**src/rtl/regfile_pkg.sv**
```systemverilog
// rtl/regfile_pkg.sv - shared types and constants for the multicycle register file
package regfile_pkg;

    typedef enum logic [0:0] {
        CLEAR = 1'b0,
        READY = 1'b1
    } state_t;

    localparam int DEFAULT_WIDTH  = 32;
    localparam int DEFAULT_ADDR_W = 5;
    localparam int ZERO_REG       = 0;

endpackage

```
**src/rtl/regfile_clear_seq.sv**
```systemverilog
// rtl/regfile_clear_seq.sv - post-reset sequencer that walks entries 1..DEPTH-1 writing zero
module regfile_clear_seq
    import regfile_pkg::*;
#(
    parameter int ADDR_W = DEFAULT_ADDR_W
) (
    input  logic              Clk,
    input  logic              Rst_n,
    output logic              clr_we,
    output logic [ADDR_W-1:0] clr_addr,
    output logic              Ready
);

    localparam logic [ADDR_W-1:0] LAST_IDX = '1;

    state_t            state;
    logic [ADDR_W-1:0] clr_idx;

    // Entry 0 has no storage, so the walk starts at 1 and ends at the top entry.
    always_ff @(posedge Clk) begin
        if (!Rst_n) begin
            state   <= CLEAR;
            clr_idx <= ADDR_W'(1);
        end else if (state == CLEAR) begin
            clr_idx <= clr_idx + 1'b1;
            if (clr_idx == LAST_IDX) begin
                state <= READY;
            end
        end
    end

    assign clr_we   = (state == CLEAR);
    assign clr_addr = clr_idx;
    assign Ready    = (state == READY);

endmodule

```
**src/rtl/mc_regfile.sv**
```systemverilog
// rtl/mc_regfile.sv - 2-read/1-write register file with r0 hardwired to zero and optional bypass
module mc_regfile
    import regfile_pkg::*;
#(
    parameter int WIDTH  = DEFAULT_WIDTH,
    parameter int ADDR_W = DEFAULT_ADDR_W,
    parameter int BYPASS = 1
) (
    input  logic              Clk,
    input  logic              Rst_n,
    input  logic [ADDR_W-1:0] ReadRegister1,
    input  logic [ADDR_W-1:0] ReadRegister2,
    input  logic              ReadEn,
    output logic [WIDTH-1:0]  ReadData1,
    output logic [WIDTH-1:0]  ReadData2,
    output logic              ReadValid,
    input  logic [ADDR_W-1:0] WriteRegister,
    input  logic [WIDTH-1:0]  WriteData,
    input  logic              RegWrite,
    output logic              Ready
);

    localparam int                DEPTH = 1 << ADDR_W;
    localparam logic [ADDR_W-1:0] R0    = ADDR_W'(ZERO_REG);

    logic              clr_we;
    logic [ADDR_W-1:0] clr_addr;
    logic              wr_fire;
    logic [WIDTH-1:0]  rd1_next;
    logic [WIDTH-1:0]  rd2_next;
    logic [WIDTH-1:0]  mem [1:DEPTH-1];

    regfile_clear_seq #(
        .ADDR_W (ADDR_W)
    ) u_clear_seq (
        .Clk      (Clk),
        .Rst_n    (Rst_n),
        .clr_we   (clr_we),
        .clr_addr (clr_addr),
        .Ready    (Ready)
    );

    assign wr_fire = Ready && RegWrite && (WriteRegister != R0);

    // Storage is left alone on a reset edge; the sequencer owns it until Ready.
    always_ff @(posedge Clk) begin
        if (Rst_n) begin
            if (clr_we) begin
                mem[clr_addr] <= '0;
            end else if (wr_fire) begin
                mem[WriteRegister] <= WriteData;
            end
        end
    end

    always_comb begin
        rd1_next = '0;
        rd2_next = '0;
        if (ReadRegister1 != R0) begin
            if ((BYPASS != 0) && wr_fire && (ReadRegister1 == WriteRegister)) begin
                rd1_next = WriteData;
            end else begin
                rd1_next = mem[ReadRegister1];
            end
        end
        if (ReadRegister2 != R0) begin
            if ((BYPASS != 0) && wr_fire && (ReadRegister2 == WriteRegister)) begin
                rd2_next = WriteData;
            end else begin
                rd2_next = mem[ReadRegister2];
            end
        end
    end

    always_ff @(posedge Clk) begin
        if (!Rst_n) begin
            ReadData1 <= '0;
            ReadData2 <= '0;
            ReadValid <= 1'b0;
        end else if (Ready && ReadEn) begin
            ReadData1 <= rd1_next;
            ReadData2 <= rd2_next;
            ReadValid <= 1'b1;
        end else begin
            ReadValid <= 1'b0;
        end
    end

endmodule

```
**config.mk**
```make
export PLATFORM = sky130hd
export DESIGN_NAME = mc_regfile
export DESIGN_NICKNAME = d
export VERILOG_FILES = /design/src/rtl/regfile_pkg.sv /design/src/rtl/regfile_clear_seq.sv /design/src/rtl/mc_regfile.sv
export SDC_FILE = /design/constraint.sdc
export NUM_CORES = 1
export LEC_CHECK = 0
export CAP_MARGIN = 20
export CORE_ASPECT_RATIO = 0.7
export CORE_MARGIN = 8
export CORE_UTILIZATION = 39
export CTS_CLUSTER_DIAMETER = 60
export CTS_CLUSTER_SIZE = 16
export DETAILED_ROUTE_END_ITERATION = 10
export PLACE_DENSITY_LB_ADDON = 0.08
export SLEW_MARGIN = 25
export SYNTH_ARGS = -nofsm -noshare
export SYNTH_HDL_FRONTEND = slang
export SYNTH_SLANG_ARGS = --single-unit
```
**constraint.sdc**
```tcl
create_clock -name Clk -period 11.5 [get_ports Clk]
set_input_delay 2.875 -clock Clk [delete_from_list [all_inputs] [get_ports Clk]]
set_output_delay 2.875 -clock Clk [all_outputs]
set_load 0.02 [all_outputs]
```
==> flow_summary.html, run 1 <==
<table>
<tr><th>Metric</th><th>Value</th></tr>
<tr><th colspan="2">Min path</th></tr>
<tr><td>Worst hold path depth</td><td>1</td></tr>
<tr><td>Start point of the worst hold path</td><td>ReadData1[4]</td></tr>
<tr><td>Worst min-delay path endpoint</td><td>ReadData1[4]</td></tr>
<tr><td>Worst hold path class</td><td>flop to flop</td></tr>
<tr><th colspan="2">Floorplanning</th></tr>
<tr><td>Placeable Area</td><td>124,000 um2</td></tr>
<tr><td>Die area</td><td>roughly 140,000 um2</td></tr>
<tr><td>I/O pin count</td><td>between 100 and 150</td></tr>
<tr><td>Die width</td><td>~440 um</td></tr>
<tr><td>Initial core utilization</td><td>0.391</td></tr>
<tr><td>Standard-cell rows</td><td>~110</td></tr>
<tr><td>Vertical die dimension</td><td>311 um</td></tr>
<tr><th colspan="2">Synthesis</th></tr>
<tr><td>Cell area after technology mapping</td><td>between 40,000 and 50,000 um2</td></tr>
<tr><td>Dominant cells by area after synthesis</td><td>sky130_fd_sc_hd__edfxtp_1, sky130_fd_sc_hd__mux4_2, sky130_fd_sc_hd__dfxtp_1</td></tr>
<tr><td>Most frequent cell after synthesis</td><td>sky130_fd_sc_hd__edfxtp_1</td></tr>
<tr><td>Share of async-settable or async-resettable flops after synthesis</td><td>0</td></tr>
<tr><td>Post-synth top area cell</td><td>sky130_fd_sc_hd__edfxtp_1</td></tr>
<tr><td>Synth Register Bits</td><td>1,063</td></tr>
<tr><td>Number of instances in the synthesized netlist</td><td>around 2,600</td></tr>
<tr><td>Library cells used by synthesis</td><td>53</td></tr>
<tr><td>Share of synthesized area occupied by flip-flops and latches</td><td>0.646</td></tr>
<tr><td>Main flop type after synthesis</td><td>sky130_fd_sc_hd__edfxtp_1</td></tr>
<tr><td>Syn avg cell area</td><td>around 18 um2</td></tr>
<tr><td>Area share of xor/xnor cells in the synthesized design</td><td>0.00236</td></tr>
<tr><td>Multiplexer share of the synthesized area</td><td>0.227</td></tr>
<tr><td>Count of yosys warnings during synthesis</td><td>0</td></tr>
<tr><td>Compound-gate portion of the synthesized area</td><td>0.0711</td></tr>
<tr><td>Arithmetic-cell share of the synthesized area counting full adders, half adders and majority gates</td><td>0.000518</td></tr>
<tr><td>Portion of synthesized cell area occupied by the leading cell type</td><td>0.616</td></tr>
<tr><td>Top cell types by occurrence after synthesis</td><td>sky130_fd_sc_hd__edfxtp_1, sky130_fd_sc_hd__mux4_2, sky130_fd_sc_hd__mux2i_1</td></tr>
<tr><td>Number of enable flip-flop cells after synthesis</td><td>992</td></tr>
<tr><td>Main combinational cell family by area after synthesis</td><td>multiplexers</td></tr>
<tr><td>Syn_nets</td><td>roughly 2,700</td></tr>
<tr><td>Synthesized-area fraction occupied by and/or/nand/nor cells</td><td>0.0323</td></tr>
<tr><th colspan="2">STA</th></tr>
<tr><td>Setup repair after global routing missed its margin</td><td>false</td></tr>
<tr><td>Transition time at the pin with the least slew margin</td><td>1.07 ns</td></tr>
<tr><td>Setup TNS Final</td><td>0 ns</td></tr>
<tr><td>Setup Skew</td><td>0.0329 ns</td></tr>
<tr><td>Time the worst path needs with I/O delays and setup</td><td>between 6 and 7 ns</td></tr>
<tr><td>Worst max-slew margin expressed relative to the limit</td><td>0.285</td></tr>
<tr><td>Final Max Slew Viols</td><td>0</td></tr>
<tr><td>Hold violation count in the final report</td><td>0</td></tr>
<tr><td>Highest clock frequency the design can meet</td><td>between 150 and 200 MHz</td></tr>
<tr><td>Final Setup Violations</td><td>0</td></tr>
<tr><td>Part of the cycle the worst path needs</td><td>0.533</td></tr>
<tr><th colspan="2">Clock tree</th></tr>
<tr><td>CTS sink count</td><td>1,063</td></tr>
<tr><td>Clock latency of the later-clocked register in the worst-skew pair</td><td>0.69 ns</td></tr>
<tr><td>Root Driver</td><td>sky130_fd_sc_hd__clkbuf_16</td></tr>
<tr><td>Number of H-tree levels</td><td>3</td></tr>
<tr><td>Clk pin slew, worst setup/hold paths</td><td>0.08 ns</td></tr>
<tr><td>Buffers inserted by post-CTS timing repair</td><td>0</td></tr>
<tr><td>CTS tree</td><td>built</td></tr>
<tr><td>Quantity of hold-fixing buffers added after cts</td><td>0</td></tr>
<tr><td>Gates resized, CTS repair</td><td>0</td></tr>
<tr><td>Inserted Clock Buffers</td><td>around 80</td></tr>
<tr><td>Longest Clk Path Bufs</td><td>3</td></tr>
<tr><th colspan="2">GRT</th></tr>
<tr><td>Number of antenna violations at the first check in global routing</td><td>4</td></tr>
<tr><td>Overall overflow remaining after global route</td><td>0</td></tr>
<tr><td>Global-route wire length before repair</td><td>approximately 220 mm</td></tr>
<tr><td>Vias in the first global route</td><td>~29,000</td></tr>
<tr><td>Overall Global Routing Usage</td><td>0.227</td></tr>
<tr><td>Maximum number of pins on one net before global-route repair</td><td>~110</td></tr>
<tr><th colspan="2">Final layout</th></tr>
<tr><td>Fraction of layout instances using a drive strength above 1</td><td>0.251</td></tr>
<tr><td>Area grow syn2layout</td><td>12.3%</td></tr>
<tr><td>Area of all sequential standard cells</td><td>~31,000 um2</td></tr>
<tr><td>Total of fill cells in the finished design</td><td>approximately 11,000</td></tr>
<tr><td>Number of nets in the layout</td><td>roughly 2,800</td></tr>
<tr><td>Fin util</td><td>0.440</td></tr>
<tr><td>Multi-input logic area</td><td>about 16,000 um2</td></tr>
<tr><th colspan="2">Critical path</th></tr>
<tr><td>Worst reg-to-reg setup slack</td><td>7.89 ns</td></tr>
<tr><td>Crit Path Category</td><td>primary input to flop</td></tr>
<tr><td>R2r startpoint</td><td>u_clear_seq.Ready</td></tr>
<tr><td>Buf+Inv Stages, Crit Path</td><td>3</td></tr>
<tr><td>Nature of the critical path startpoint</td><td>primary input</td></tr>
<tr><td>Reg2reg end</td><td>mem[5][28]</td></tr>
<tr><td>Library cell contributing the largest single delay on the critical path</td><td>sky130_fd_sc_hd__or4_1</td></tr>
<tr><td>Crit path DAT</td><td>roughly 6.5 ns</td></tr>
<tr><td>Delay-heaviest family, CP</td><td>simple AND/OR/NAND/NOR gates</td></tr>
<tr><td>Critical path endpoint category</td><td>flop</td></tr>
<tr><td>Required time of the worst setup path</td><td>11.84 ns</td></tr>
<tr><td>Most frequent CP cell</td><td>sky130_fd_sc_hd__buf_4</td></tr>
<tr><td>Critical path, cell by cell</td><td>clkdlybuf4s50_1 &gt; or4_1 &gt; o2111a_2 &gt; buf_4 &gt; mux2i_1 &gt; nand2_1 &gt; nor2_4 &gt; buf_4</td></tr>
<tr><td>CP max stage delay</td><td>0.70 ns</td></tr>
<tr><td>Max Fanout on Critical Path</td><td>39</td></tr>
<tr><td>Critical Path Start</td><td>WriteRegister[0]</td></tr>
<tr><td>Worst Reg2Reg Path Length in Cells</td><td>7</td></tr>
<tr><th colspan="2">Detailed routing</th></tr>
<tr><td>Number of detailed-route iterations in the first pass</td><td>6</td></tr>
<tr><td>Vias/cell</td><td>6.34</td></tr>
<tr><td>Iter 0 DRT Violations</td><td>about 3,200</td></tr>
<tr><td>Number of DRC violations after detailed routing</td><td>0</td></tr>
<tr><td>Wire length reported by the detailed router</td><td>158 mm</td></tr>
<tr><td>Vias after detailed routing</td><td>28,200</td></tr>
<tr><td>Count of antenna-violating nets left after detailed routing</td><td>0</td></tr>
<tr><td>Detail-routed net length per standard cell</td><td>35.6 um</td></tr>
<tr><th colspan="2">Placement</th></tr>
<tr><td>Final GP Congestion</td><td>approximately 0.85</td></tr>
<tr><td>HPWL after detailed placement</td><td>100 mm</td></tr>
<tr><td>Port-buffer cells</td><td>~120</td></tr>
<tr><th colspan="2">Flow run</th></tr>
<tr><td># Max-Cap Violations</td><td>0</td></tr>
<tr><th colspan="2">Power and ir drop</th></tr>
<tr><td>Worst vdd ir</td><td>0.109 mV</td></tr>
<tr><td>Leakage Power</td><td>15.4 nW</td></tr>
<tr><td>Pwr dens</td><td>around 140 nW/um2</td></tr>
<tr><th colspan="2">Run status</th></tr>
<tr><td>Run status</td><td>complete, no violations</td></tr>
</table>
cells in the final DEF (no fill, tap or decap), types with 66 or more instances in the layout:
cell and n:
sky130_fd_sc_hd__clkbuf_16 85, sky130_fd_sc_hd__buf_4 91, sky130_fd_sc_hd__edfxtp_1 992, sky130_fd_sc_hd__mux4_2 416
sky130_fd_sc_hd__mux2i_1 142, sky130_fd_sc_hd__nor2_1 66, sky130_fd_sc_hd__a21oi_1 82, sky130_fd_sc_hd__o22ai_1 82
sky130_fd_sc_hd__dfxtp_1 71, sky130_fd_sc_hd__a211oi_1 71, sky130_fd_sc_hd__clkdlybuf4s50_1 109, sky130_fd_sc_hd__a22oi_1 113
area by class of cell:
class,count,area share
multi-input cells,1357,0.302
flip-flops and latches,1063,0.575
repair buffers,217,0.0388
clock buffers,134,0.0429
inverters,1,0.0000691
clock inverters,16,0.00327
well taps,1650,0.0380
diodes,1,0.0000461
power by group:
| group | total, W | leakage, nW | internal, W | switching [W] |
|---|---|---|---|---|
| clock network | 0.00286 | 1.20 | 0.00145 | 0.00141 |
| registers | 0.00421 | 8.39 | 0.00420 | 0.0000165 |
| logic | 0.000538 | 5.79 | 0.000206 | 0.000332 |
| total | 0.00761 | 15.4 | 0.00585 | 0.00176 |
per-layer routing:
metal / GRT usage / wire length, um / vias up
li1: - / - / 11500
met1: 0.313 / 66200 / 15200
met2: 0.371 / 76300 / 1175
met3: 0.0322 / 9400 / 262
met4: 0.0787 / 6250 / 0
met5: 0 / 0 / -
worst max path at each step:
stage               slack (ns)  depth (start not counted)    endpoint
finish                    5.37                          8  mem[5][28]
global placement          4.58                          7  mem[7][25]
floorplan                 5.25                          8  mem[10][0]
detailed placement        4.77                          8  mem[4][25]
global route              5.33                          8   mem[4][7]
CTS                       5.51                          8   mem[4][7]
through the flow:
step           cells  worst slack, ns  hold WS, ns  power [W]  instance area (um2)
2_1_floorplan   2648             5.25        0.511    0.00463                48300
3_3_place_gp    4279             4.58        0.508    0.00483                51600
3_5_place_dp    4288             4.77        0.501    0.00484                51800
4_1_cts         4438             5.51        0.519    0.00768                54300
5_1_grt         4439             5.33        0.540    0.00783                54300
6_report        4439             5.37        0.526    0.00761                54300
state kept, by name, indices dropped and copies added, names as in the netlist:
register / flops
mem: 992
ReadData1: 32
ReadData2: 32
u_clear_seq.clr_addr: 5
ReadValid: 1
u_clear_seq.Ready: 1
cells by family after synthesis:
group	after synthesis
multiplexers	574
XOR/XNOR	13
adder cells (fa/ha/maj)	2
AO/OA/AOI/OAI	472
flip-flops	1063
buffers and inverters	228
AND/OR/NAND/NOR	296
No activity file was read; power rests on OpenSTA's default activity.
==> inputs of run 2 (changes only) <==
Clock period 11.5 ns to 5.45 ns, I/O delays scaled along.
==> run 2 against run 1 <==
Largest power group unchanged. Clock power increased by 120%. Utilization increased by 0.70 points. Hold slack worse by 0.017 ns. Via count grew 2.2%. Combinational power is 120% higher. Register-to-register slack got worse by 6.0 ns.
==> flow_summary.html, run 2 (same netlist as run 1, synthesis figures left out) <==
<table>
<tr><th>Metric</th><th>Value</th></tr>
<tr><th colspan="2">Clock tree</th></tr>
<tr><td>Buffers inserted by post-CTS timing repair</td><td>0</td></tr>
<tr><td>CTS tree</td><td>built</td></tr>
<tr><td>Inserted Clock Buffers</td><td>87</td></tr>
<tr><td>Longest Clk Path Bufs</td><td>3</td></tr>
<tr><td>Quantity of hold-fixing buffers added after cts</td><td>0</td></tr>
<tr><td>Root Driver</td><td>sky130_fd_sc_hd__clkbuf_16</td></tr>
<tr><td>CTS sink count</td><td>around 1,100</td></tr>
<tr><td>Clock latency of the later-clocked register in the worst-skew pair</td><td>about 0.70 ns</td></tr>
<tr><td>Gates resized, CTS repair</td><td>0</td></tr>
<tr><td>Clk pin slew, worst setup/hold paths</td><td>roughly 0.07 ns</td></tr>
<tr><td>Number of H-tree levels</td><td>3</td></tr>
<tr><th colspan="2">Floorplanning</th></tr>
<tr><td>Die area</td><td>about 140,000 um2</td></tr>
<tr><td>I/O pin count</td><td>117</td></tr>
<tr><td>Placeable Area</td><td>between 100,000 and 150,000 um2</td></tr>
<tr><td>Standard-cell rows</td><td>approximately 110</td></tr>
<tr><td>Die width</td><td>~440 um</td></tr>
<tr><td>Initial core utilization</td><td>0.391</td></tr>
<tr><td>Vertical die dimension</td><td>~310 um</td></tr>
<tr><th colspan="2">STA</th></tr>
<tr><td>Hold violation count in the final report</td><td>0</td></tr>
<tr><td>Worst max-slew margin expressed relative to the limit</td><td>0.240</td></tr>
<tr><td>Setup repair after global routing missed its margin</td><td>false</td></tr>
<tr><td>Time the worst path needs with I/O delays and setup</td><td>around 4.3 ns</td></tr>
<tr><td>Part of the cycle the worst path needs</td><td>0.793</td></tr>
<tr><td>Highest clock frequency the design can meet</td><td>231 MHz</td></tr>
<tr><td>Setup TNS Final</td><td>0 ns</td></tr>
<tr><td>Setup Skew</td><td>between 0.03 and 0.04 ns</td></tr>
<tr><td>Transition time at the pin with the least slew margin</td><td>between 1 and 1.5 ns</td></tr>
<tr><td>Final Max Slew Viols</td><td>0</td></tr>
<tr><td>Final Setup Violations</td><td>0</td></tr>
<tr><th colspan="2">Detailed routing</th></tr>
<tr><td>Wire length on met2</td><td>76.5 mm</td></tr>
<tr><td>Wire length the detailed router placed on met1</td><td>slightly below 70 mm</td></tr>
<tr><td>Wire length reported by the detailed router</td><td>about 160 mm</td></tr>
<tr><td>Vias/cell</td><td>6.37</td></tr>
<tr><td>Count of antenna-violating nets left after detailed routing</td><td>0</td></tr>
<tr><td>Uppermost routed layer</td><td>met4</td></tr>
<tr><td>Iter 0 DRT Violations</td><td>3,165</td></tr>
<tr><td>Number of DRC violations after detailed routing</td><td>0</td></tr>
<tr><td>Number of detailed-route iterations in the first pass</td><td>7</td></tr>
<tr><td>Detail-routed net length per standard cell</td><td>36.3 um</td></tr>
<tr><td>Routed met3 length</td><td>between 10 and 15 mm</td></tr>
<tr><td>Vias after detailed routing</td><td>approximately 29,000</td></tr>
<tr><th colspan="2">Final layout</th></tr>
<tr><td>Top register by number of flip-flops</td><td>mem</td></tr>
<tr><td>Biggest registers after layout</td><td>mem x992, ReadData1 x32, ReadData2 x32</td></tr>
<tr><td>Area of all sequential standard cells</td><td>between 30,000 and 40,000 um2</td></tr>
<tr><td>Summed area of non-filler cells in the final layout</td><td>55,200 um2</td></tr>
<tr><td>Most common cell after layout, fill and taps aside</td><td>sky130_fd_sc_hd__edfxtp_1</td></tr>
<tr><td>Number of nets in the layout</td><td>approximately 2,800</td></tr>
<tr><td>Fraction of layout instances using a drive strength above 1</td><td>0.271</td></tr>
<tr><td>Leading cell types in the layout, fill and taps excluded</td><td>sky130_fd_sc_hd__edfxtp_1, sky130_fd_sc_hd__mux4_2, sky130_fd_sc_hd__buf_4</td></tr>
<tr><td>Flip-flop count of the largest register, all copies and words added</td><td>992</td></tr>
<tr><td>Area grow syn2layout</td><td>14.1%</td></tr>
<tr><td>Multi-input logic area</td><td>16,400 um2</td></tr>
<tr><td>Total of fill cells in the finished design</td><td>10,700</td></tr>
<tr><th colspan="2">Critical path</th></tr>
<tr><td>Most frequent CP cell</td><td>sky130_fd_sc_hd__buf_4</td></tr>
<tr><td>Nature of the critical path startpoint</td><td>primary input</td></tr>
<tr><td>CP max stage delay</td><td>0.70 ns</td></tr>
<tr><td>R2r startpoint</td><td>u_clear_seq.Ready</td></tr>
<tr><td>Max Fanout on Critical Path</td><td>17</td></tr>
<tr><td>Worst Reg2Reg Path Length in Cells</td><td>6</td></tr>
<tr><td>Crit Path Category</td><td>primary input to flop</td></tr>
<tr><td>Delay-heaviest family, CP</td><td>simple AND/OR/NAND/NOR gates</td></tr>
<tr><td>Buf+Inv Stages, Crit Path</td><td>3</td></tr>
<tr><td>Library cell contributing the largest single delay on the critical path</td><td>sky130_fd_sc_hd__or4_1</td></tr>
<tr><td>Critical path endpoint category</td><td>flop</td></tr>
<tr><td>Worst reg-to-reg setup slack</td><td>1.93 ns</td></tr>
<tr><td>Critical path, cell by cell</td><td>clkdlybuf4s50_1 &gt; or4_1 &gt; o2111a_2 &gt; buf_4 &gt; mux2i_1 &gt; nand2_1 &gt; nor2_4 &gt; buf_4</td></tr>
<tr><td>Required time of the worst setup path</td><td>5.79 ns</td></tr>
<tr><td>Reg2reg end</td><td>mem[7][12]</td></tr>
<tr><td>Crit path DAT</td><td>about 4.7 ns</td></tr>
<tr><th colspan="2">Placement</th></tr>
<tr><td>Port-buffer cells</td><td>approximately 120</td></tr>
<tr><td>HPWL after detailed placement</td><td>approximately 110 mm</td></tr>
<tr><td>Area post-placement</td><td>about 52,000 um2</td></tr>
<tr><td>Final GP Congestion</td><td>around 0.88</td></tr>
<tr><th colspan="2">Run status</th></tr>
<tr><td>Run status</td><td>complete, no violations</td></tr>
<tr><th colspan="2">GRT</th></tr>
<tr><td>Vias in the first global route</td><td>29,500</td></tr>
<tr><td>Overall Global Routing Usage</td><td>0.235</td></tr>
<tr><td>Overall overflow remaining after global route</td><td>0</td></tr>
<tr><td>Global-route wire length before repair</td><td>approximately 230 mm</td></tr>
<tr><td>Maximum number of pins on one net before global-route repair</td><td>109</td></tr>
<tr><td>Number of antenna violations at the first check in global routing</td><td>4</td></tr>
<tr><th colspan="2">Min path</th></tr>
<tr><td>Worst hold path depth</td><td>1</td></tr>
<tr><td>Worst hold path class</td><td>flop to flop</td></tr>
<tr><td>Worst min-delay path endpoint</td><td>ReadData1[21]</td></tr>
<tr><td>Start point of the worst hold path</td><td>ReadData1[21]</td></tr>
<tr><th colspan="2">Power and ir drop</th></tr>
<tr><td>Worst vdd ir</td><td>approximately 0.23 mV</td></tr>
<tr><td>Pwr dens</td><td>~300 nW/um2</td></tr>
<tr><td>Leakage Power</td><td>about 16 nW</td></tr>
<tr><th colspan="2">Flow run</th></tr>
<tr><td># Max-Cap Violations</td><td>0</td></tr>
</table>
-- run 2: final cells by class --
cell class | count | share of cell area
flip-flops and latches | 1063 | 0.566
inverters | 1 | 0.0000680
repair buffers | 284 | 0.0496
diodes | 2 | 0.0000907
clock buffers | 129 | 0.0450
clock inverters | 30 | 0.00499
well taps | 1650 | 0.0374
multi-input cells | 1357 | 0.297
-- run 2: routing by layer --
metal,global-route usage,vias up
met5,0,-
met4,0.0947,0
met3,0.0360,259
li1,-,11700
met2,0.370,1343
met1,0.329,15500
-- run 2: through the flow --
stage | utilization | cells | hold WS, ns | worst slack, ns | total power (W)
finish | 0.447 | 4516 | 0.509 | 1.13 | 0.0165
global route | 0.447 | 4516 | 0.518 | 1.09 | 0.0169
CTS | 0.447 | 4514 | 0.503 | 1.21 | 0.0166
detailed placement | 0.424 | 4355 | 0.487 | 0.464 | 0.0102
global placement | 0.424 | 4355 | 0.471 | 0.478 | 0.0102
floorplan | - | 2648 | 0.511 | 0.714 | 0.00977
-- run 2: power by group --
group / total, W / leakage, nW / switching, W / internal (W)
clock: 0.00641 / 1.33 / 0.00314 / 0.00327
sequential: 0.00889 / 8.39 / 0.0000352 / 0.00885
combinational: 0.00117 / 6.16 / 0.000724 / 0.000446
total: 0.0165 / 15.9 / 0.00390 / 0.0126
-- run 2: how the worst max path moves through the flow --
| stage | to | start | slack [ns] | depth (start not counted) |
|---|---|---|---|---|
| 2_1_floorplan | mem[10][0] | WriteRegister[1] | 0.71 | 8 |
| 3_3_place_gp | mem[23][19] | WriteRegister[0] | 0.48 | 7 |
| 3_5_place_dp | mem[23][22] | WriteRegister[0] | 0.46 | 7 |
| 4_1_cts | mem[23][26] | WriteRegister[0] | 1.21 | 7 |
| 5_1_grt | mem[31][26] | WriteRegister[0] | 1.09 | 8 |
| 6_report | mem[7][12] | WriteRegister[0] | 1.13 | 8 |
==> inputs of run 3 (changes only) <==
Clock period 5.45 ns to 3.6 ns, I/O delays scaled along.
==> run 3 against run 2 <==
The flow now stops in detailed routing (5_2_route). Area after synthesis did not move. Global-route usage increased by 1.1 points. Synthesized cell count is the same.
==> flow_summary.html, run 3 <==
<table>
<tr><th>Metric</th><th>Value</th></tr>
<tr><th colspan="2">Synthesis</th></tr>
<tr><td>Share of synthesized area occupied by flip-flops and latches</td><td>0.646</td></tr>
<tr><td>Share of async-settable or async-resettable flops after synthesis</td><td>0</td></tr>
<tr><td>Dominant cells by area after synthesis</td><td>sky130_fd_sc_hd__edfxtp_1, sky130_fd_sc_hd__mux4_2, sky130_fd_sc_hd__dfxtp_1</td></tr>
<tr><td>Portion of synthesized cell area occupied by the leading cell type</td><td>0.616</td></tr>
<tr><td>Post-synth top area cell</td><td>sky130_fd_sc_hd__edfxtp_1</td></tr>
<tr><td>Count of yosys warnings during synthesis</td><td>0</td></tr>
<tr><td>Main flop type after synthesis</td><td>sky130_fd_sc_hd__edfxtp_1</td></tr>
<tr><td>Top cell types by occurrence after synthesis</td><td>sky130_fd_sc_hd__edfxtp_1, sky130_fd_sc_hd__mux4_2, sky130_fd_sc_hd__mux2i_1</td></tr>
<tr><td>Syn avg cell area</td><td>around 18 um2</td></tr>
<tr><td>Most frequent cell after synthesis</td><td>sky130_fd_sc_hd__edfxtp_1</td></tr>
<tr><td>Syn_nets</td><td>approximately 2,700</td></tr>
<tr><td>Cell area after technology mapping</td><td>a little under 50,000 um2</td></tr>
<tr><td>Number of instances in the synthesized netlist</td><td>2,648</td></tr>
<tr><td>Number of enable flip-flop cells after synthesis</td><td>between 900 and 1,000</td></tr>
<tr><td>Library cells used by synthesis</td><td>53</td></tr>
<tr><td>Synth Register Bits</td><td>between 1,000 and 1,500</td></tr>
<tr><th colspan="2">Clock tree</th></tr>
<tr><td>Inserted Clock Buffers</td><td>85</td></tr>
<tr><td>Buffers inserted by post-CTS timing repair</td><td>0</td></tr>
<tr><td>Longest Clk Path Bufs</td><td>3</td></tr>
<tr><td>Number of H-tree levels</td><td>3</td></tr>
<tr><td>Gates resized, CTS repair</td><td>0</td></tr>
<tr><td>Quantity of hold-fixing buffers added after cts</td><td>0</td></tr>
<tr><td>CTS sink count</td><td>1,063</td></tr>
<tr><td>Root Driver</td><td>sky130_fd_sc_hd__clkbuf_16</td></tr>
<tr><th colspan="2">GRT</th></tr>
<tr><td>Overall Global Routing Usage</td><td>0.247</td></tr>
<tr><td>Overall overflow remaining after global route</td><td>0</td></tr>
<tr><td>Vias in the first global route</td><td>29,900</td></tr>
<tr><td>Number of antenna violations at the first check in global routing</td><td>14</td></tr>
<tr><td>Maximum number of pins on one net before global-route repair</td><td>between 80 and 90</td></tr>
<tr><td>Global-route wire length before repair</td><td>roughly 240 mm</td></tr>
<tr><th colspan="2">Run status</th></tr>
<tr><td>Stage reached</td><td>detailed routing (5_2_route)</td></tr>
<tr><td>Error that halted the flow</td><td>Error: net801 8 pin not visited #guides = 126</td></tr>
<tr><td>Run status</td><td>stopped before the end</td></tr>
<tr><th colspan="2">Placement</th></tr>
<tr><td>HPWL after detailed placement</td><td>117 mm</td></tr>
<tr><td>Number of placed instances with taps included</td><td>approximately 4,600</td></tr>
<tr><td>Area post-placement</td><td>about 55,000 um2</td></tr>
<tr><td>Final GP Congestion</td><td>0.888</td></tr>
<tr><td>Port-buffer cells</td><td>116</td></tr>
<tr><th colspan="2">Floorplanning</th></tr>
<tr><td>Vertical die dimension</td><td>slightly above 300 um</td></tr>
<tr><td>I/O pin count</td><td>117</td></tr>
<tr><td>Die width</td><td>approximately 440 um</td></tr>
<tr><td>Standard-cell rows</td><td>around 110</td></tr>
<tr><td>Initial core utilization</td><td>0.391</td></tr>
</table>
==> run 3: cell counts after synthesis <==
No cell type changed its count.
==> run 3: metal layers <==
layer	track usage
met3	0.0489
met5	0
met2	0.381
met4	0.0625
met1	0.360
==> run 3: cell families after synthesis <==
family / after synthesis / share of synthesized area
AOI/OAI and AO/OA: 472 / 0.0711
buffers and inverters: 228 / 0.0212
adders and majority gates: 2 / 0.000518
muxes: 574 / 0.227
xor gates and xnor gates: 13 / 0.00236
DFF: 1063 / 0.646
and+or+nand+nor: 296 / 0.0323
==> run 3: per-stage QoR <==
| stage | utilization | worst slack, ns |
|---|---|---|
| after floorplan | - | -0.257 |
| after global placement | 0.447 | -0.581 |
| after CTS | 0.469 | 0.215 |
| after global routing | 0.469 | 0.155 |
| after detailed placement | 0.447 | -0.536 |
==> inputs of run 4 (changes only) <==
Settings changed: CORE_ASPECT_RATIO 0.7 to not set, CORE_UTILIZATION 39 to 24, CTS_CLUSTER_DIAMETER 60 to not set, CTS_CLUSTER_SIZE 16 to not set, PLACE_DENSITY_LB_ADDON 0.08 to 0.15.
Clock period 3.6 ns to 4.7 ns, I/O delays scaled along.
==> run 4 against run 3 <==
The flow now finishes without violations. Global-route usage down 7.8 points.
==> flow_summary.html, run 4 (same netlist as run 1, synthesis figures left out) <==
<table>
<tr><th>Metric</th><th>Value</th></tr>
<tr><th colspan="2">Clock tree</th></tr>
<tr><td>CTS sink count</td><td>between 1,000 and 1,500</td></tr>
<tr><td>Number of H-tree levels</td><td>3</td></tr>
<tr><td>Gates resized, CTS repair</td><td>0</td></tr>
<tr><td>Quantity of hold-fixing buffers added after cts</td><td>0</td></tr>
<tr><td>Longest Clk Path Bufs</td><td>3</td></tr>
<tr><td>Inserted Clock Buffers</td><td>between 100 and 150</td></tr>
<tr><td>Buffers inserted by post-CTS timing repair</td><td>0</td></tr>
<tr><td>Root Driver</td><td>sky130_fd_sc_hd__clkbuf_16</td></tr>
<tr><td>Clk pin slew, worst setup/hold paths</td><td>approximately 0.060 ns</td></tr>
<tr><td>CTS tree</td><td>built</td></tr>
<tr><td>Clock latency of the later-clocked register in the worst-skew pair</td><td>0.75 ns</td></tr>
<tr><th colspan="2">Detailed routing</th></tr>
<tr><td>Iter 0 DRT Violations</td><td>approximately 3,200</td></tr>
<tr><td>Count of antenna-violating nets left after detailed routing</td><td>0</td></tr>
<tr><td>Vias/cell</td><td>~5.2</td></tr>
<tr><td>Vias after detailed routing</td><td>29,300</td></tr>
<tr><td>Number of DRC violations after detailed routing</td><td>0</td></tr>
<tr><td>Number of detailed-route iterations in the first pass</td><td>5</td></tr>
<tr><td>Detail-routed net length per standard cell</td><td>between 30 and 40 um</td></tr>
<tr><td>Wire length reported by the detailed router</td><td>~190 mm</td></tr>
<tr><th colspan="2">Placement</th></tr>
<tr><td>Port-buffer cells</td><td>116</td></tr>
<tr><td>Final GP Congestion</td><td>approximately 0.81</td></tr>
<tr><td>Number of placed instances with taps included</td><td>~5,400</td></tr>
<tr><td>Area post-placement</td><td>around 55,000 um2</td></tr>
<tr><td>HPWL after detailed placement</td><td>126 mm</td></tr>
<tr><td>Worst-case setup slack after placement</td><td>between 0.3 and 0.4 ns</td></tr>
<tr><th colspan="2">Final layout</th></tr>
<tr><td>Most common cell after layout, fill and taps aside</td><td>sky130_fd_sc_hd__edfxtp_1</td></tr>
<tr><td>Biggest registers after layout</td><td>mem x992, ReadData1 x32, ReadData2 x32</td></tr>
<tr><td>Total of fill cells in the finished design</td><td>just under 20,000</td></tr>
<tr><td>Top register by number of flip-flops</td><td>mem</td></tr>
<tr><td>Fin util</td><td>0.295</td></tr>
<tr><td>Summed area of non-filler cells in the final layout</td><td>between 50,000 and 60,000 um2</td></tr>
<tr><td>Leading cell types in the layout, fill and taps excluded</td><td>sky130_fd_sc_hd__edfxtp_1, sky130_fd_sc_hd__mux4_2, sky130_fd_sc_hd__buf_4</td></tr>
<tr><td>Fraction of layout instances using a drive strength above 1</td><td>0.303</td></tr>
<tr><td>Area grow syn2layout</td><td>21.9%</td></tr>
<tr><td>Flip-flop count of the largest register, all copies and words added</td><td>992</td></tr>
<tr><td>Non-filler cells, final</td><td>about 5,700</td></tr>
<tr><td>Number of nets in the layout</td><td>~3,000</td></tr>
<tr><th colspan="2">STA</th></tr>
<tr><td>Time the worst path needs with I/O delays and setup</td><td>around 3.7 ns</td></tr>
<tr><td>Transition time at the pin with the least slew margin</td><td>0.854 ns</td></tr>
<tr><td>Hold violation count in the final report</td><td>0</td></tr>
<tr><td>Slack of the critical path</td><td>just over 1 ns</td></tr>
<tr><td>Final Max Slew Viols</td><td>0</td></tr>
<tr><td>Setup TNS Final</td><td>0 ns</td></tr>
<tr><td>Setup repair after global routing missed its margin</td><td>false</td></tr>
<tr><td>Part of the cycle the worst path needs</td><td>0.782</td></tr>
<tr><td>Worst max-slew margin expressed relative to the limit</td><td>0.431</td></tr>
<tr><td>Highest clock frequency the design can meet</td><td>between 200 and 300 MHz</td></tr>
<tr><td>Setup Skew</td><td>roughly 0.026 ns</td></tr>
<tr><td>Final Setup Violations</td><td>0</td></tr>
<tr><th colspan="2">Critical path</th></tr>
<tr><td>Crit Path Category</td><td>primary input to flop</td></tr>
<tr><td>CP max stage delay</td><td>0.66 ns</td></tr>
<tr><td>Critical path, cell by cell</td><td>clkdlybuf4s50_1 &gt; or4_1 &gt; o2111a_2 &gt; buf_4 &gt; nor3b_1 &gt; o21ai_1 &gt; buf_4 &gt; nor2_4 &gt; buf_4</td></tr>
<tr><td>Crit path DAT</td><td>~4 ns</td></tr>
<tr><td>Worst reg-to-reg setup slack</td><td>1.90 ns</td></tr>
<tr><td>Critical path endpoint category</td><td>flop</td></tr>
<tr><td>Delay-heaviest family, CP</td><td>buffers and inverters</td></tr>
<tr><td>Buf+Inv Stages, Crit Path</td><td>4</td></tr>
<tr><td>Library cell contributing the largest single delay on the critical path</td><td>sky130_fd_sc_hd__or4_1</td></tr>
<tr><td>Most frequent CP cell</td><td>sky130_fd_sc_hd__buf_4</td></tr>
<tr><td>Required time of the worst setup path</td><td>around 5 ns</td></tr>
<tr><td>Nature of the critical path startpoint</td><td>primary input</td></tr>
<tr><td>Max Fanout on Critical Path</td><td>12</td></tr>
<tr><th colspan="2">GRT</th></tr>
<tr><td>Maximum number of pins on one net before global-route repair</td><td>64</td></tr>
<tr><td>Number of antenna violations at the first check in global routing</td><td>9</td></tr>
<tr><td>Global-route wire length before repair</td><td>approximately 260 mm</td></tr>
<tr><td>Overall Global Routing Usage</td><td>0.168</td></tr>
<tr><td>Vias in the first global route</td><td>30,600</td></tr>
<tr><td>Overall overflow remaining after global route</td><td>0</td></tr>
<tr><th colspan="2">Power and ir drop</th></tr>
<tr><td>Leakage Power</td><td>17.0 nW</td></tr>
<tr><td>Pwr dens</td><td>approximately 360 nW/um2</td></tr>
<tr><td>Worst vdd ir</td><td>between 0.3 and 0.4 mV</td></tr>
<tr><th colspan="2">Floorplanning</th></tr>
<tr><td>Initial core utilization</td><td>0.242</td></tr>
<tr><td>Die area</td><td>approximately 220,000 um2</td></tr>
<tr><td>Standard-cell rows</td><td>~160</td></tr>
<tr><td>Die width</td><td>465 um</td></tr>
<tr><td>Placeable Area</td><td>roughly 200,000 um2</td></tr>
<tr><td>Vertical die dimension</td><td>~460 um</td></tr>
<tr><td>I/O pin count</td><td>roughly 120</td></tr>
<tr><th colspan="2">Min path</th></tr>
<tr><td>Worst hold path class</td><td>flop to flop</td></tr>
<tr><th colspan="2">Flow run</th></tr>
<tr><td># Max-Cap Violations</td><td>0</td></tr>
<tr><th colspan="2">Run status</th></tr>
<tr><td>Run status</td><td>complete, no violations</td></tr>
</table>
## run 4: metrics by stage
step / total power [W] / hold slack [ns]
5_1_grt: 0.0219 / 0.533
4_1_cts: 0.0215 / 0.512
6_report: 0.0213 / 0.506
3_5_place_dp: 0.0120 / 0.498
2_1_floorplan: 0.0113 / 0.511
3_3_place_gp: 0.0120 / 0.499
## run 4: per-layer routing
| metal | vias to the layer above | routed length (um) | global-route usage |
|---|---|---|---|
| li1 | 11900 | - | - |
| met1 | 15900 | 80500 | 0.226 |
| met2 | 1178 | 90000 | 0.281 |
| met3 | 246 | 10700 | 0.0280 |
| met4 | 0 | 5780 | 0.0476 |
| met5 | - | 0 | 0 |
## run 4: power breakdown
group / switching (W) / internal, W / leakage, nW
sequential: 0.0000446 / 0.0103 / 8.39
clock: 0.00406 / 0.00542 / 1.92
combinational: 0.000888 / 0.000573 / 6.70
## run 4: final cells by class
cell class,instances,area [um2],area share
diodes,3,7.51,0.000127
clock buffers,144,3120,0.0530
clock inverters,86,847,0.0144
inverters,1,3.75,0.0000637
multi-input cells,1357,16400,0.278
flip-flops and latches,1063,31200,0.529
well taps,2656,3320,0.0564
repair buffers,352,4050,0.0686
## run 4: final timing paths
path	from	endpoint	depth (start not counted)
worst max-delay path	WriteRegister[3]	mem[26][1]	9
worst max register to register	u_clear_seq.Ready	mem[26][1]	5
worst min-delay path	ReadData1[15]	ReadData1[15]	1
worst min register to register	ReadData1[15]	ReadData1[15]	1
